### src/rtl/nearest_linebuf_ctrl_if.sv
// Handshake and BRAM address bundle between the line-buffer controller
// and its pixel source / read requester.
interface nearest_linebuf_ctrl_if #(
    parameter int C_ADDR_WIDTH = 11
);
    logic                    in_valid;
    logic                    in_last;
    logic                    in_ready;
    logic                    bram_wen;
    logic [C_ADDR_WIDTH-1:0] bram_waddr;
    logic                    rd_start;
    logic                    rd_advance;
    logic [C_ADDR_WIDTH-1:0] bram_raddr1;
    logic [C_ADDR_WIDTH-1:0] bram_raddr2;
    logic                    rd_valid1;
    logic                    rd_valid2;
    logic                    rd_last;
    logic                    rd_err;
    logic                    busy;

    modport master (
        output in_valid, in_last, rd_start, rd_advance,
        input  in_ready, bram_wen, bram_waddr, bram_raddr1, bram_raddr2,
               rd_valid1, rd_valid2, rd_last, rd_err, busy
    );

    modport slave (
        input  in_valid, in_last, rd_start, rd_advance,
        output in_ready, bram_wen, bram_waddr, bram_raddr1, bram_raddr2,
               rd_valid1, rd_valid2, rd_last, rd_err, busy
    );
endinterface

### src/rtl/nearest_linebuf_ctrl.sv
// Ping-pong line buffer controller: writes input lines into two BRAM banks and
// reads them back with nearest-neighbour horizontal scaling, two pixels per clock.
module nearest_linebuf_ctrl #(
    parameter int C_ADDR_WIDTH = 11,
    parameter int C_FRAC_WIDTH = 16,
    parameter int C_OW_WIDTH   = 12
) (
    input  logic                                 clk,
    input  logic                                 rst_n,
    input  logic [C_ADDR_WIDTH-2:0]              cfg_in_width,
    input  logic [C_OW_WIDTH-1:0]                cfg_out_width,
    input  logic [C_ADDR_WIDTH-2+C_FRAC_WIDTH:0] cfg_x_step,
    nearest_linebuf_ctrl_if.slave                bus
);
    localparam int PW = C_ADDR_WIDTH - 1;
    localparam int SW = PW + C_FRAC_WIDTH;
    localparam int AW = C_OW_WIDTH + SW;
    localparam int IW = AW - C_FRAC_WIDTH;
    localparam int CW = C_OW_WIDTH + 1;

    typedef enum logic {IDLE, RUN} state_t;

    // write side
    logic          wbank;
    logic [PW-1:0] wptr;
    logic [PW-1:0] line_w;
    logic [PW-1:0] eff_w;
    logic [1:0]    filled;
    logic [1:0]    filled_n;
    logic          wr_acc;
    logic          wr_close;

    // read side
    state_t        state, state_n;
    logic          rbank;
    logic          has_line;
    logic          nb;
    logic          accept;
    logic          reject;
    logic          run_last;
    logic [AW-1:0] acc;
    logic [AW-1:0] acc2;
    logic [CW-1:0] oc;
    logic [C_OW_WIDTH-1:0] ow_r;
    logic [SW-1:0] step_r;
    logic [PW-1:0] inw_r;
    logic [IW-1:0] int1, int2, maxi;
    logic [PW-1:0] a1, a2;
    logic          v1_r, v2_r, last_r, err_r;

    assign bus.in_ready   = !filled[wbank];
    assign wr_acc         = bus.in_valid & bus.in_ready;
    assign bus.bram_wen   = wr_acc;
    assign bus.bram_waddr = {wbank, wptr};

    // line width is taken from cfg on the first pixel and held for the rest of the line
    assign eff_w    = (wptr == '0) ? cfg_in_width : line_w;
    assign wr_close = wr_acc && (bus.in_last || (wptr == eff_w - PW'(1)));

    always_ff @(posedge clk or negedge rst_n) begin
        if (!rst_n) begin
            wbank  <= 1'b0;
            wptr   <= '0;
            line_w <= '0;
        end else if (wr_acc) begin
            if (wptr == '0)
                line_w <= cfg_in_width;
            if (wr_close) begin
                wbank <= ~wbank;
                wptr  <= '0;
            end else begin
                wptr <= wptr + PW'(1);
            end
        end
    end

    // reader only clears the bank it holds, writer only sets a bank that is empty
    always_comb begin
        filled_n = filled;
        if (accept && bus.rd_advance && has_line)
            filled_n[rbank] = 1'b0;
        if (wr_close)
            filled_n[wbank] = 1'b1;
    end

    always_ff @(posedge clk or negedge rst_n) begin
        if (!rst_n)
            filled <= '0;
        else
            filled <= filled_n;
    end

    assign nb       = has_line ? ~rbank : rbank;
    assign run_last = (oc + CW'(2)) >= {1'b0, ow_r};

    always_comb begin
        state_n = state;
        accept  = 1'b0;
        reject  = 1'b0;
        case (state)
            IDLE: begin
                if (bus.rd_start) begin
                    if (bus.rd_advance ? filled[nb] : has_line) begin
                        accept  = 1'b1;
                        state_n = RUN;
                    end else begin
                        reject = 1'b1;
                    end
                end
            end
            RUN: begin
                if (run_last)
                    state_n = IDLE;
            end
            default: state_n = IDLE;
        endcase
    end

    // nearest source pixel: integer part of the accumulator, clamped to the last input pixel
    always_comb begin
        acc2 = acc + AW'(step_r);
        int1 = acc[AW-1:C_FRAC_WIDTH];
        int2 = acc2[AW-1:C_FRAC_WIDTH];
        maxi = IW'(inw_r - PW'(1));
        a1   = (int1 > maxi) ? maxi[PW-1:0] : int1[PW-1:0];
        a2   = (int2 > maxi) ? maxi[PW-1:0] : int2[PW-1:0];
    end

    assign bus.bram_raddr1 = (state == RUN) ? {rbank, a1} : '0;
    assign bus.bram_raddr2 = (state == RUN) ? {rbank, a2} : '0;
    assign bus.busy        = (state == RUN);
    assign bus.rd_valid1   = v1_r;
    assign bus.rd_valid2   = v2_r;
    assign bus.rd_last     = last_r;
    assign bus.rd_err      = err_r;

    always_ff @(posedge clk or negedge rst_n) begin
        if (!rst_n)
            state <= IDLE;
        else
            state <= state_n;
    end

    always_ff @(posedge clk or negedge rst_n) begin
        if (!rst_n) begin
            rbank    <= 1'b0;
            has_line <= 1'b0;
            acc      <= '0;
            oc       <= '0;
            ow_r     <= '0;
            step_r   <= '0;
            inw_r    <= '0;
            v1_r     <= 1'b0;
            v2_r     <= 1'b0;
            last_r   <= 1'b0;
            err_r    <= 1'b0;
        end else begin
            err_r  <= reject;
            v1_r   <= 1'b0;
            v2_r   <= 1'b0;
            last_r <= 1'b0;
            if (accept) begin
                if (bus.rd_advance)
                    rbank <= nb;
                has_line <= 1'b1;
                acc      <= '0;
                oc       <= '0;
                ow_r     <= cfg_out_width;
                step_r   <= cfg_x_step;
                inw_r    <= cfg_in_width;
            end else if (state == RUN) begin
                acc    <= acc + AW'({step_r, 1'b0});
                oc     <= oc + CW'(2);
                v1_r   <= oc < {1'b0, ow_r};
                v2_r   <= (oc + CW'(1)) < {1'b0, ow_r};
                last_r <= run_last;
            end
        end
    end
endmodule
### src/flat_wrapper.sv
// flat-port wrapper written by rule: the top's interface ports become plain ports
module nearest_linebuf_ctrl_flat 
#(
    parameter int C_ADDR_WIDTH = 11,
    parameter int C_FRAC_WIDTH = 16,
    parameter int C_OW_WIDTH   = 12
)
  (clk, rst_n, cfg_in_width, cfg_out_width, cfg_x_step, bus_in_valid, bus_in_last, bus_rd_start, bus_rd_advance, bus_in_ready, bus_bram_wen, bus_bram_waddr, bus_bram_raddr1, bus_bram_raddr2, bus_rd_valid1, bus_rd_valid2, bus_rd_last, bus_rd_err, bus_busy);
  nearest_linebuf_ctrl_if #(.C_ADDR_WIDTH(C_ADDR_WIDTH)) bus_i ();
  input  logic clk;
  input  logic rst_n;
  input  logic [C_ADDR_WIDTH-2:0] cfg_in_width;
  input  logic [C_OW_WIDTH-1:0] cfg_out_width;
  input  logic [C_ADDR_WIDTH-2+C_FRAC_WIDTH:0] cfg_x_step;
  input wire logic [$bits(bus_i.in_valid)-1:0] bus_in_valid;
  input wire logic [$bits(bus_i.in_last)-1:0] bus_in_last;
  input wire logic [$bits(bus_i.rd_start)-1:0] bus_rd_start;
  input wire logic [$bits(bus_i.rd_advance)-1:0] bus_rd_advance;
  output wire logic [$bits(bus_i.in_ready)-1:0] bus_in_ready;
  output wire logic [$bits(bus_i.bram_wen)-1:0] bus_bram_wen;
  output wire logic [$bits(bus_i.bram_waddr)-1:0] bus_bram_waddr;
  output wire logic [$bits(bus_i.bram_raddr1)-1:0] bus_bram_raddr1;
  output wire logic [$bits(bus_i.bram_raddr2)-1:0] bus_bram_raddr2;
  output wire logic [$bits(bus_i.rd_valid1)-1:0] bus_rd_valid1;
  output wire logic [$bits(bus_i.rd_valid2)-1:0] bus_rd_valid2;
  output wire logic [$bits(bus_i.rd_last)-1:0] bus_rd_last;
  output wire logic [$bits(bus_i.rd_err)-1:0] bus_rd_err;
  output wire logic [$bits(bus_i.busy)-1:0] bus_busy;
  assign bus_i.in_valid = bus_in_valid;
  assign bus_i.in_last = bus_in_last;
  assign bus_i.rd_start = bus_rd_start;
  assign bus_i.rd_advance = bus_rd_advance;
  assign bus_in_ready = bus_i.in_ready;
  assign bus_bram_wen = bus_i.bram_wen;
  assign bus_bram_waddr = bus_i.bram_waddr;
  assign bus_bram_raddr1 = bus_i.bram_raddr1;
  assign bus_bram_raddr2 = bus_i.bram_raddr2;
  assign bus_rd_valid1 = bus_i.rd_valid1;
  assign bus_rd_valid2 = bus_i.rd_valid2;
  assign bus_rd_last = bus_i.rd_last;
  assign bus_rd_err = bus_i.rd_err;
  assign bus_busy = bus_i.busy;
  nearest_linebuf_ctrl #(.C_ADDR_WIDTH(C_ADDR_WIDTH), .C_FRAC_WIDTH(C_FRAC_WIDTH), .C_OW_WIDTH(C_OW_WIDTH)) u_core (.clk(clk), .rst_n(rst_n), .cfg_in_width(cfg_in_width), .cfg_out_width(cfg_out_width), .cfg_x_step(cfg_x_step), .bus(bus_i));
endmodule
### config.mk
export PLATFORM = sky130hd
export DESIGN_NAME = nearest_linebuf_ctrl_flat
export DESIGN_NICKNAME = d
export VERILOG_FILES = /design/src/rtl/nearest_linebuf_ctrl_if.sv /design/src/rtl/nearest_linebuf_ctrl.sv /design/src/flat_wrapper.sv
export SDC_FILE = /design/constraint.sdc
export NUM_CORES = 1
export LEC_CHECK = 0
export CAP_MARGIN = 20
export CORE_MARGIN = 2
export CORE_UTILIZATION = 61
export CTS_BUF_LIST = sky130_fd_sc_hd__clkbuf_8
export DETAILED_ROUTE_END_ITERATION = 10
export PLACE_DENSITY = 0.84
export SKIP_LAST_GASP = 1
export SLEW_MARGIN = 20
export SYNTH_ARGS = -nofsm -noshare
export SYNTH_HDL_FRONTEND = slang
export SYNTH_SLANG_ARGS = --single-unit
### constraint.sdc
create_clock -name clk -period 7 [get_ports clk]
set_input_delay 2.1 -clock clk [delete_from_list [all_inputs] [get_ports clk]]
set_output_delay 2.1 -clock clk [all_outputs]
set_load 0.02 [all_outputs]
==> results.toml <==
[run_status]
status = "completed"

[sta]
rsz0062_at_grt = "true"
post-route-min-period_ns = 6.91
max_slew_margin_pct = 28.2
finalSetupViolations = 0
timing.fmax_mhz = 145
slew_viol_final = 0
worstMarginPinSlew_ns = 1.08
fin_skew_ns = 0.0168
period_share_pct = 98.7
hold_viol_final = 0

[logic_synthesis]
avgSynthCellArea_um2 = 8.62
synth_nets = 1376
yosysWarnings = 0
synth_edf_count = 0
synth_seq_cells = 127
postSynthCellCount = 1187
ys_seq_area_share_pct = 31.1
async_flop_share_pct = 100
synth_ff_type = "dfrtp_1"
synth_area_um2 = 10200
ys_types = 72

[die]
chipHeight_um = 133
ios = 94
dieArea_um2 = 17800
row_count = 47
initial_core_util_pct = 62.1
fp.dieW_um = 133
core_um2 = 16500

[clocking]
h-tree-depth = 4
cts.sinks = 127
clk_latency_ns = 0.48
cts_max_path_buffers = 2
clockRootBuffer = "clkbuf_8"
clk_pin_slew_ns = 0.08
ctsHoldBuffers = 0
cts_tree = "built"
cts_inserted_buffers = 17

[setup_path]
startpoint_type = "flip-flop"
cp_slowest_cell = "or4b_4"
crit_cells = 18
path_cells = "ha_1 -> a211oi_2 -> nor2_2 -> o41ai_4 -> nand3_1 -> a31oi_1 -> xnor2_1 -> ha_1 -> a21o_1 -> a21o_1 -> a221oi_2 -> o211ai_1 -> a221oi_1 -> o21bai_2 -> buf_6 -> or4b_4 -> o2111ai_4 -> buf_6"
crit_path_end_kind = "output port"
critPathBufInv = 2
crit_fanout = 4
critPathMaxStageDelay_ns = 0.47
reg2regPathDepth = 14
crit_arrival_ns = 4.81
worstPathRequired_ns = 4.90
critical_path_class = "reg -> out"
crit_family = "compound AO/OA/AOI/OAI gates"

[drt]
dr.pass1.iters = 5
ant_nets = 0
num_vias = 9342
avgViaCountPerCell = 6.05
drcViolationCount = 0
wl_per_cell_um = 17.2
routed_wirelength_um = 26500
drt_iter0_drc = 783

[global_route]
grt-ovfl-total = 0
grt_antenna_before_repair = 0
grt.total_usage_pct = 29.9
grt_pass1_wl_um = 43400
grt_pass1_vias = 9118
grt_max_degree = 63

[min_path]
min_path_cells = 2
hold_class = "reg -> reg"

[place]
dp_hpwl_um = 18600
port_buffers = 93
gp_congestion = 0.936

[layout]
fillers = 1217
area_growth_pct = 20.2
diodes = 0
final_util_pct = 74.7
finalNetCount = 1499
drive_gt1_share_pct = 12.8

[run]
maxCapViolCount = 0
## final cells by class
type / count / area (µm²) / area share, %
multi-input combinational: 958 / 6920 / 56.3
sequential: 127 / 3180 / 25.8
timing repair buffer: 153 / 1360 / 11.0
clock buffer: 17 / 234 / 1.90
inverter: 53 / 199 / 1.62
tap: 220 / 275 / 2.24
clock inverter: 15 / 128 / 1.04
## timing repair
item / CTS / global route
setup buffers: 1 / 3
resized for setup: 51 / 65
endpoints found under the hold margin: 0 / 0
cloned: 0 / 1
pin swaps: 1 / 32
setup endpoints to repair: 20 / 10
## metrics by stage
stage          TNS (ns)  instances  hold slack (ns)  setup WS [ns]  instance area (µm²)
5_1_grt          -0.714       1543            0.527         -0.139                12300
6_report              0       1543            0.500         0.0902                12300
3_3_place_gp    -0.0347       1507            0.475        -0.0343                11600
4_1_cts          -0.149       1540            0.503        -0.0661                12000
3_5_place_dp     -0.404       1507            0.484         -0.179                11600
2_1_floorplan         0       1187            0.452          0.485                10200
## path summary, 6_finish.rpt
path / start / to / slack [ns]
worst max register to register: u_core.wptr[0] / u_core.filled[0] / 2.33
worst min register to register: u_core.step_r[0] / u_core.step_r[0] / 0.50
worst min-delay path: u_core.step_r[0] / u_core.step_r[0] / 0.50
min in group asynchronous: rst_n / u_core.ow_r[7] / 1.67
max in group asynchronous: rst_n / u_core.line_w[8] / 4.23
worst max-delay path: u_core.acc[2] / bus_bram_raddr2[7] / 0.09
## tightest hold or removal path, stage by stage, from the launching register on
cell,delay (ns)
dfrtp_1,0.36
nand2_1,0.05
nand2_1,0.06
## logic make-up after synthesis
logic type               after synthesis  share of synthesized area, %
AND/OR/NAND/NOR                      435                          20.2
buffers and inverters                102                          4.23
AO/OA/AOI/OAI                        282                          18.3
flip-flops                           127                          31.1
XOR/XNOR                              77                          6.59
adder cells (fa/ha/maj)              135                          16.6
multiplexers                          29                          2.98
## state kept, by name, indices dropped and copies added (netlist names)
name	flops
u_core.acc	37
u_core.step_r	26
u_core.oc	12
u_core.ow_r	12
u_core.inw_r	10
u_core.line_w	10
u_core.wptr	10
u_core.filled	2
u_core.bus.busy	1
u_core.bus.rd_err	1
u_core.bus.rd_last	1
u_core.bus.rd_valid1	1
u_core.bus.rd_valid2	1
u_core.has_line	1
u_core.rbank	1
u_core.wbank	1
## layer usage
layer	share of wire, %	routed length, µm	track usage, %	up-vias
li1	-	-	-	4520
met1	44	11600	38.7	4477
met2	49	13000	50.0	282
met3	4.4	1160	4.45	63
met4	2.9	763	13.0	0
met5	0	0	0	-
## cell usage after synthesis (all sizes together) (4+ instances only)
library cell | n | area share (%)
o2111ai | 4 | 0.34
a211o | 4 | 0.34
xnor2 | 49 | 4.2
and2 | 5 | 0.31
a31oi | 8 | 0.49
a31o | 5 | 0.43
a21o | 30 | 2.2
nand4 | 28 | 1.7
ha | 134 | 16
o31ai | 12 | 0.88
a22o | 17 | 1.5
or4 | 5 | 0.37
xor2 | 28 | 2.4
nor2 | 73 | 2.7
a21oi | 55 | 2.7
and3 | 12 | 0.73
nor2b | 11 | 0.67
mux2i | 20 | 2.0
and4 | 5 | 0.43
nand2 | 197 | 7.3
clkbuf | 33 | 1.2
nor4 | 6 | 0.37
dfrtp | 127 | 31
o21a | 12 | 0.88
nand2b | 15 | 0.92
or3 | 6 | 0.37
o21bai | 6 | 0.44
buf | 16 | 1.1
mux2 | 9 | 1.0
nor3 | 25 | 1.3
nand3 | 30 | 1.5
inv | 53 | 1.9
o211ai | 12 | 0.88
nand3b | 4 | 0.29
a211oi | 18 | 1.3
o21ai | 70 | 3.4
## layout by cell type (no fill, tap or decap), types with 7 or more instances in the layout
cell               n
mux2i_1           19
nand2b_1          15
clkbuf_8          17
dlygate4sd2_1     10
dfrtp_1          127
a21oi_1           47
a211oi_1          17
nand3_1           29
and3_1            11
o211ai_1          12
xnor2_1           48
a31oi_1            8
o31ai_1           10
nor2b_1           10
o21a_1            12
nand4_1           28
inv_1             53
buf_6              7
buf_4             56
nand2_1          195
mux2_2             8
o21ai_0           63
a22o_1            15
ha_1             128
nor2_1            71
nor3_1            22
a21o_1            30
xor2_1            28
clkdlybuf4s50_1   72
Power is not shown: default switching activity piles up to over one toggle a cycle in this logic, so the estimate is an artifact.
